<file path="src/rtl/axil_regfile_slave.sv">
// AXI4-Lite slave that terminates AW/W/B/AR/R and exposes a bank of byte-strobed registers.
// Ports:
//   ACLK, ARESETN            clock and synchronous active-low reset
//   AWADDR/AWVALID/AWREADY   write address channel
//   WDATA/WSTRB/WVALID/WREADY write data channel
//   BRESP/BVALID/BREADY      write response channel (00 OKAY, 10 SLVERR)
//   ARADDR/ARVALID/ARREADY   read address channel
//   RDATA/RRESP/RVALID/RREADY read data channel
//   REGS_FLAT                live register contents, reg i at [i*REG_WIDTH +: REG_WIDTH]
module axil_regfile_slave #(
  parameter int unsigned REG_WIDTH  = 32,
  parameter int unsigned ADDR_WIDTH = 32,
  parameter int unsigned NUM_REGS   = 16
) (
  input  logic                            ACLK,
  input  logic                            ARESETN,
  input  logic [ADDR_WIDTH-1:0]           AWADDR,
  input  logic                            AWVALID,
  output logic                            AWREADY,
  input  logic [REG_WIDTH-1:0]            WDATA,
  input  logic [REG_WIDTH/8-1:0]          WSTRB,
  input  logic                            WVALID,
  output logic                            WREADY,
  output logic [1:0]                      BRESP,
  output logic                            BVALID,
  input  logic                            BREADY,
  input  logic [ADDR_WIDTH-1:0]           ARADDR,
  input  logic                            ARVALID,
  output logic                            ARREADY,
  output logic [REG_WIDTH-1:0]            RDATA,
  output logic [1:0]                      RRESP,
  output logic                            RVALID,
  input  logic                            RREADY,
  output logic [NUM_REGS*REG_WIDTH-1:0]   REGS_FLAT
);

  localparam int unsigned IDX_W  = $clog2(NUM_REGS);
  localparam int unsigned STRB_W = REG_WIDTH / 8;
  localparam logic [1:0]  RESP_OKAY   = 2'b00;
  localparam logic [1:0]  RESP_SLVERR = 2'b10;

  typedef enum logic [1:0] {W_IDLE, W_ADDR, W_DATA, W_RESP} w_state_t;
  typedef enum logic {R_IDLE, R_RESP} r_state_t;

  w_state_t w_state_q, w_state_d;
  r_state_t r_state_q, r_state_d;

  logic [REG_WIDTH-1:0] regs_q [NUM_REGS];

  logic [IDX_W-1:0]     aw_idx_q;
  logic                 aw_err_q;
  logic [REG_WIDTH-1:0] w_data_q;
  logic [STRB_W-1:0]    w_strb_q;
  logic [1:0]           bresp_q;
  logic [REG_WIDTH-1:0] rdata_q;
  logic [1:0]           rresp_q;

  // Address decode; any bit above the register window means out of range.
  logic [IDX_W-1:0] aw_idx_c, ar_idx_c;
  logic             aw_err_c, ar_err_c;
  assign aw_idx_c = AWADDR[IDX_W+1:2];
  assign ar_idx_c = ARADDR[IDX_W+1:2];
  assign aw_err_c = |AWADDR[ADDR_WIDTH-1:IDX_W+2];
  assign ar_err_c = |ARADDR[ADDR_WIDTH-1:IDX_W+2];

  // Byte offset within a word is irrelevant to a word-wide register bank.
  logic unused_c;
  assign unused_c = ^{AWADDR[1:0], ARADDR[1:0]};

  // Handshake readiness is a pure function of state.
  assign AWREADY = (w_state_q == W_IDLE) || (w_state_q == W_DATA);
  assign WREADY  = (w_state_q == W_IDLE) || (w_state_q == W_ADDR);
  assign BVALID  = (w_state_q == W_RESP);
  assign BRESP   = bresp_q;
  assign ARREADY = (r_state_q == R_IDLE);
  assign RVALID  = (r_state_q == R_RESP);
  assign RDATA   = rdata_q;
  assign RRESP   = rresp_q;

  // Write FSM next state plus commit selection: each half comes from the live bus or its latch.
  logic                 commit_c;
  logic [IDX_W-1:0]     cm_idx_c;
  logic                 cm_err_c;
  logic [REG_WIDTH-1:0] cm_data_c;
  logic [STRB_W-1:0]    cm_strb_c;

  always_comb begin
    w_state_d = w_state_q;
    commit_c  = 1'b0;
    cm_idx_c  = aw_idx_c;
    cm_err_c  = aw_err_c;
    cm_data_c = WDATA;
    cm_strb_c = WSTRB;
    unique case (w_state_q)
      W_IDLE: begin
        if (AWVALID && WVALID) begin
          w_state_d = W_RESP;
          commit_c  = 1'b1;
        end else if (AWVALID) begin
          w_state_d = W_ADDR;
        end else if (WVALID) begin
          w_state_d = W_DATA;
        end
      end
      W_ADDR: begin
        cm_idx_c = aw_idx_q;
        cm_err_c = aw_err_q;
        if (WVALID) begin
          w_state_d = W_RESP;
          commit_c  = 1'b1;
        end
      end
      W_DATA: begin
        cm_data_c = w_data_q;
        cm_strb_c = w_strb_q;
        if (AWVALID) begin
          w_state_d = W_RESP;
          commit_c  = 1'b1;
        end
      end
      W_RESP: begin
        if (BREADY) w_state_d = W_IDLE;
      end
      default: w_state_d = W_IDLE;
    endcase
  end

  // Read FSM next state.
  logic ar_hs_c;
  assign ar_hs_c = (r_state_q == R_IDLE) && ARVALID;

  always_comb begin
    r_state_d = r_state_q;
    unique case (r_state_q)
      R_IDLE:  if (ARVALID) r_state_d = R_RESP;
      R_RESP:  if (RREADY)  r_state_d = R_IDLE;
      default: r_state_d = R_IDLE;
    endcase
  end

  // State registers.
  always_ff @(posedge ACLK) begin
    if (!ARESETN) begin
      w_state_q <= W_IDLE;
      r_state_q <= R_IDLE;
    end else begin
      w_state_q <= w_state_d;
      r_state_q <= r_state_d;
    end
  end

  // Write datapath: latch the early half, commit strobed bytes, register the response.
  always_ff @(posedge ACLK) begin
    if (!ARESETN) begin
      for (int i = 0; i < int'(NUM_REGS); i++) regs_q[i] <= '0;
      aw_idx_q <= '0;
      aw_err_q <= 1'b0;
      w_data_q <= '0;
      w_strb_q <= '0;
      bresp_q  <= RESP_OKAY;
    end else begin
      if (w_state_q == W_IDLE && AWVALID && !WVALID) begin
        aw_idx_q <= aw_idx_c;
        aw_err_q <= aw_err_c;
      end
      if (w_state_q == W_IDLE && WVALID && !AWVALID) begin
        w_data_q <= WDATA;
        w_strb_q <= WSTRB;
      end
      if (commit_c) begin
        if (!cm_err_c) begin
          for (int b = 0; b < int'(STRB_W); b++) begin
            if (cm_strb_c[b]) regs_q[cm_idx_c][8*b +: 8] <= cm_data_c[8*b +: 8];
          end
        end
        bresp_q <= cm_err_c ? RESP_SLVERR : RESP_OKAY;
      end
    end
  end

  // Read datapath: sample the bank on the AR edge, so a same-edge commit is not yet visible.
  always_ff @(posedge ACLK) begin
    if (!ARESETN) begin
      rdata_q <= '0;
      rresp_q <= RESP_OKAY;
    end else if (ar_hs_c) begin
      rdata_q <= ar_err_c ? '0 : regs_q[ar_idx_c];
      rresp_q <= ar_err_c ? RESP_SLVERR : RESP_OKAY;
    end
  end

  for (genvar g = 0; g < int'(NUM_REGS); g++) begin : g_flat
    assign REGS_FLAT[g*REG_WIDTH +: REG_WIDTH] = regs_q[g];
  end

endmodule
</file>
<file path="config.mk">
export PLATFORM = sky130hd
export DESIGN_NAME = axil_regfile_slave
export DESIGN_NICKNAME = d
export VERILOG_FILES = /design/src/rtl/axil_regfile_slave.sv
export SDC_FILE = /design/constraint.sdc
export NUM_CORES = 1
export LEC_CHECK = 0
export ABC_AREA = 1
export CORE_UTILIZATION = 42
export DETAILED_ROUTE_END_ITERATION = 12
export PLACE_DENSITY = 0.72
export SLEW_MARGIN = 20
export SYNTH_ARGS = -nofsm -noshare
export SYNTH_HDL_FRONTEND = slang
export SYNTH_SLANG_ARGS = --single-unit
</file>
<file path="constraint.sdc">
create_clock -name ACLK -period 2.2 [get_ports ACLK]
set_input_delay 0.44 -clock ACLK [delete_from_list [all_inputs] [get_ports ACLK]]
set_output_delay 0.44 -clock ACLK [all_outputs]
set_load 0.005 [all_outputs]
</file>
==> flow_summary.ini, run 1 <==
[outcome]
status = finished with violations
violations = negative setup slack

[setup_path]
r2r_setup_slack_ns = -0.01
end_kind = output pin
crit_type = register to output pin
cpPeakStageDelay_ns = 0.52
critPathLaunchType = register
path_cells = buf_4 > ha_2 > clkdlybuf4s50_1
worst-path-buf-inv = 2
r2r-end = regs_q[9][3]$_SDFFCE_PN0P_
arrival_ns = 1.80
worst-path-max-fanout = 3
reg2reg_depth = 15
cpMaxStageDelayCell = clkdlybuf4s50_1
r2r_start = w_state_q[1]$_SDFFE_PN0P_
cp_data_required_time_ns = 1.76
path_delay_family = buffers and inverters

[route]
antenna_left = 0
vias = 25191
first_pass_iters = 8
drc = 0
routed_wl_mm = 110
first_iter_violations = 3852
via_per_inst = 5.65
wl_per_cell_um = 24.7

[yosys]
synthDistinctLibCells = 37
synth-xor-area-share_pct = 0
synth-simple-area-share_pct = 31.4
synthMuxAreaShare_pct = 1.18
synth_seq_area_share_pct = 62.3
synth_area_per_cell_sq_um = 9.79
synth_top_family_by_area = simple AND/OR/NAND/NOR gates
syn_inst = 2777
syn_area_sq_um = 27200
synth-seq-cells = 590
yosys.area_share.adder_pct = 0.184
synth-compound-area-share_pct = 1.75
yosys_warnings = 0

[global_routing]
groute.usage.overall_pct = 32.0
gr-total-overflow = 0
use_met1_pct = 42.5
grt_pass1_vias = 23211
grt_pass1_wl_mm = 156
grt_antenna_before_repair = 1
use_met3_pct = 6.51
use_met2_pct = 51.3
grt_busiest_layer = met2
grt_max_degree = 67

[sta]
fin_crit_ns = 2.24
fin_worst_skew_ns = 0.0198
hold_viol = 0
fmax_ghz = 0.447
drv_slew = 0
fin_crit_sh_pct = 102
layout_setup_ws_ns = -0.0384
slew_headroom_pct = 59.4
rsz0062_at_grt = true
setup_viol = 16
tightestPinTransition_ns = 0.608

[clocking]
numCtsBuffers = 61
cts_sinks = 590
clk_pin_slew_ns = 0.06
clkLatencyLatePin_ns = 0.62
clk_path_buf_depth = 3
root_buffer = clkbuf_16
cts_tree = yes
htree_levels = 2

[final_layout]
final_cell_mix = clkdlybuf4s50_1, nor2_1, nand2_1, edfxtp_1, nand3_1
area_growth_pct = 48.0
num-nets-final = 3674
final_cells = 4461
diodes = 0
layout_commonest_cell = clkdlybuf4s50_1
drive_gt1_share_pct = 16.4

[floorplanning]
num_io_pins = 660
die_w_um = 256
fp.dieH_um = 256
die_area_sq_um = 65700
rows = 92
core_sq_um = 63500
start_util_pct = 42.8

[power]
p_comb_share_pct = 25.1
seqPwrFrac_pct = 40.6
intPower_mw = 22.5
powerDensity_nw_per_um2 = 800
ir_worst_vdd_v = 0.000648
switching_share_pct = 30.1
power_mw = 32.2
leakage_nw = 15.0
clock_power_share_pct = 34.3
p_switching_mw = 9.69

[place]
dp_cells = 4339
place.gp.congestion = 0.987
io_buffers = 653
dpl.hpwl_mm = 81.3

[job]
drv_cap = 0

[hold_path]
hp-start = ARESETN
min_to = w_data_q[11]$_SDFFE_PN0P_
hold_class = input pin to register
hold_path_depth = 3
-- tightest hold or removal path, stage by stage --
cell and delay (ns):
buf_4 0.17, o21ai_0 0.08, nor2_1 0.04
-- metrics by stage --
stage               hold WS (ns)  area, sq um  worst slack, ns  util, %  setup TNS, ns
global placement           0.451        37300           -0.416     58.7        -284.94
floorplan                  0.455        27300          -0.0397        -         -0.962
global route               0.164        40200           -0.117     63.3         -24.35
detailed placement         0.457        37300           -0.402     58.7        -275.27
finish                     0.167        40200          -0.0384     63.3        -0.0833
CTS                        0.130        39600          -0.0758     62.3          -1.16
-- worst max-delay path by stage --
stage                              start                            to  slack, ns  depth (start not counted)
3_3_place_gp                   AWADDR[6]  regs_q[13][20]$_SDFFCE_PN0P_      -0.42                         11
2_1_floorplan  w_state_q[1]$_SDFFE_PN0P_   regs_q[0][24]$_SDFFCE_PN0P_      -0.04                         11
6_report       w_state_q[1]$_SDFFE_PN0P_                        BVALID      -0.04                          3
5_1_grt        w_state_q[1]$_SDFFE_PN0P_   regs_q[6][29]$_SDFFCE_PN0P_      -0.12                         14
4_1_cts        w_state_q[1]$_SDFFE_PN0P_                        WREADY      -0.08                          7
3_5_place_dp                     AWVALID   regs_q[1][27]$_SDFFCE_PN0P_      -0.40                         10
-- registers in the layout, indices dropped and copies added (netlist names) --
| register | flops |
|---|---|
| regs_q | 512 |
| BRESP | 1 |
| w_data_q | 32 |
| aw_idx_q | 4 |
| w_strb_q | 4 |
| w_state_q | 2 |
| RRESP | 1 |
| RDATA | 32 |
| aw_err_q | 1 |
| RVALID | 1 |
-- cell type report --
class	count	area, sq um
fill	5003	23300
sequential	590	16900
multi-input combinational	1984	10200
timing repair buffer	903	9830
clock buffer	84	1750
tap	846	1060
clock inverter	31	398
inverter	23	96.3
-- cell usage after synthesis, drive strengths merged --
library cell    n  area share, %
nand2         653            9.1
nor2          649            9.7
nand3         547             12
edfxtp        512             57
clkbuf        153            2.1
dfxtp          78            5.7
o21ai          49           0.94
a21oi          37           0.72
mux2i          32            1.2
buf            28           0.75
inv            22           0.30
or2             5           0.12
ha              4           0.18
nand4           2          0.046
and2            1          0.023
clkinv          1          0.014
conb            1          0.014
o211ai          1          0.028
o21a            1          0.028
o221ai          1          0.032
-- kinds of logic (layout without fill, tap and decap cells) --
group / Yosys count / in the layout
DFF: 590 / 590
and+or+nand+nor: 1857 / 1857
buffers and inverters: 204 / 1041
AOI/OAI and AO/OA: 89 / 89
adders and majority gates: 4 / 4
muxes: 32 / 32
other: 1 / 2
-- power by group through the flow --
stage	logic, mW	clock network [mW]	registers (mW)
3_5_place_dp	7.45	0	13.3
2_1_floorplan	3.18	0	13.1
5_1_grt	8.43	11.5	13.1
4_1_cts	7.52	11.1	13.0
3_3_place_gp	7.39	0	13.3
6_report	8.08	11.1	13.1
-- layer usage --
| metal | share of wire, % | up-vias |
|---|---|---|
| met4 | 4.8 | 2 |
| met1 | 37 | 11980 |
| met3 | 12 | 320 |
| li1 | - | 11013 |
| met2 | 46 | 1876 |
| met5 | 0.0063 | - |
-- what timing repair did --
item | in CTS | in global routing
hold buffers | 0 | 0
resized for setup | 44 | 132
pin swaps | 4 | 10
gates cloned | 0 | 4
setup endpoints to repair | 354 | 907
buffers inserted | 1 | 6
(Power assumes the default switching activity.)
==> inputs of run 2 (changes only) <==
Settings changed: PLACE_DENSITY 0.72 to 0.7.
Clock period 2.2 ns to 2.7 ns, I/O delays scaled along.
==> flow_summary.ini, run 2 (synthesis gave the netlist of run 1 again) <==
[outcome]
status = finished clean

[setup_path]
cp_data_required_time_ns = 2.16
arrival_ns = 2.09
end_kind = output pin
worst-path-max-fanout = 8
reg2reg_depth = 11
critPathLaunchType = register
crit_type = register to output pin

[sta]
hold_viol = 0
fin_crit_ns = 2.63
fin_tns_setup_ns = 0
setup_viol = 0
rsz0062_at_grt = true
fmax_ghz = 0.380
slew_headroom_pct = 59.2
fin_worst_skew_ns = 0.0292
layout_setup_ws_ns = 0.0656
tightestPinTransition_ns = 0.610
drv_slew = 0
fin_crit_sh_pct = 97.6

[route]
antenna_left = 0
first_pass_iters = 6
via_per_inst = 5.48
drc = 0
routed_wl_mm = 105
wl_per_cell_um = 23.6
first_iter_violations = 2870
vias = 24442

[floorplanning]
num_io_pins = 660
die_w_um = 256
start_util_pct = 42.8
core_sq_um = 63500
die_area_sq_um = 65700
rows = 92
fp.dieH_um = 256

[clocking]
root_buffer = clkbuf_16
clkLatencyLatePin_ns = 0.61
clk_path_buf_depth = 3
numCtsBuffers = 66
cts_sinks = 590
cts_hold_buf = 0
clk_pin_slew_ns = 0.06
htree_levels = 3
cts_tree = yes

[global_routing]
grt_busiest_layer = met2
use_met3_pct = 6.23
use_met1_pct = 41.2
groute.usage.overall_pct = 31.1
grt_pass1_wl_mm = 151
grt_antenna_before_repair = 1
gr-total-overflow = 0
grt_pass1_vias = 22886
use_met2_pct = 49.3
grt_max_degree = 111

[hold_path]
hold_path_depth = 2
hold_class = register to register

[final_layout]
layout_commonest_cell = clkdlybuf4s50_1
drive_gt1_share_pct = 13.8
final_cell_mix = clkdlybuf4s50_1, nand2_1, nor2_1, edfxtp_1, nand3_1
nFillCells = 5157
diodes = 0
largest_reg_flops = 512
num-nets-final = 3675
top_register = regs_q
area_growth_pct = 43.4

[power]
ir_worst_vdd_v = 0.000556
powerDensity_nw_per_um2 = 644
leakage_nw = 14.7

[place]
io_buffers = 653
dpl.hpwl_mm = 79.1
dp_slack_ns = -0.0537
place.gp.congestion = 1.03

[job]
drv_cap = 0
## run 2: per-layer routing
metal / wire [um] / vias up
met5: 14 / -
met4: 5050 / 2
met3: 11600 / 249
met2: 48500 / 1648
met1: 40200 / 11519
li1: - / 11024
## run 2: area by class of cell
class                      count  area (sq um)  share of cell area [%]
sequential                   590         16900                    43.5
multi-input combinational   1984          9470                    24.3
timing repair buffer         899          9280                    23.8
clock buffer                  82          1800                    4.61
tap                          846          1060                    2.72
clock inverter                39           332                   0.851
inverter                      23          96.3                   0.247
## run 2: final timing paths
check | start | slack (ns) | end
hold / removal | RDATA[8]$_SDFFE_PN0P_ | 0.47 | RDATA[8]$_SDFFE_PN0P_
setup / recovery | w_state_q[0]$_SDFFE_PN0P_ | 0.07 | AWREADY
setup reg to reg | w_state_q[1]$_SDFFE_PN0P_ | 0.14 | regs_q[0][21]$_SDFFCE_PN0P_
hold reg to reg | RDATA[8]$_SDFFE_PN0P_ | 0.47 | RDATA[8]$_SDFFE_PN0P_
## run 2: power by group
part | switching (mW) | leakage [nW] | internal [mW]
Sequential | 0.315 | 5.92 | 10.3
Combinational | 3.55 | 7.69 | 2.02
Clock | 3.76 | 1.04 | 5.14
Total | 7.63 | 14.7 | 17.5
## run 2: through the flow
step           area (sq um)  power (mW)  cells  utilization [%]  hold WS (ns)
2_1_floorplan         27200        13.3   2778                -         0.455
3_3_place_gp          36800        16.2   4340             57.9         0.453
3_5_place_dp          36800        16.3   4340             57.9         0.457
4_1_cts               38900        25.1   4461             61.2         0.456
5_1_grt               39000        25.8   4463             61.3         0.478
6_report              39000        25.1   4463             61.3         0.466
## run 2: worst max-delay path: stages (launching register included)
cell and delay, ns:
dfxtp_1 0.33, inv_1 0.11, ha_2 0.28, inv_1 0.15
nand2_1 0.13, clkdlybuf4s50_1 0.51
## run 2: repair_timing
item / 4_1_cts / 5_1_grt
endpoints found under the hold margin: 0 / 0
resized for setup: 0 / 6
setup buffers: 0 / 2
setup endpoints to repair: 0 / 201
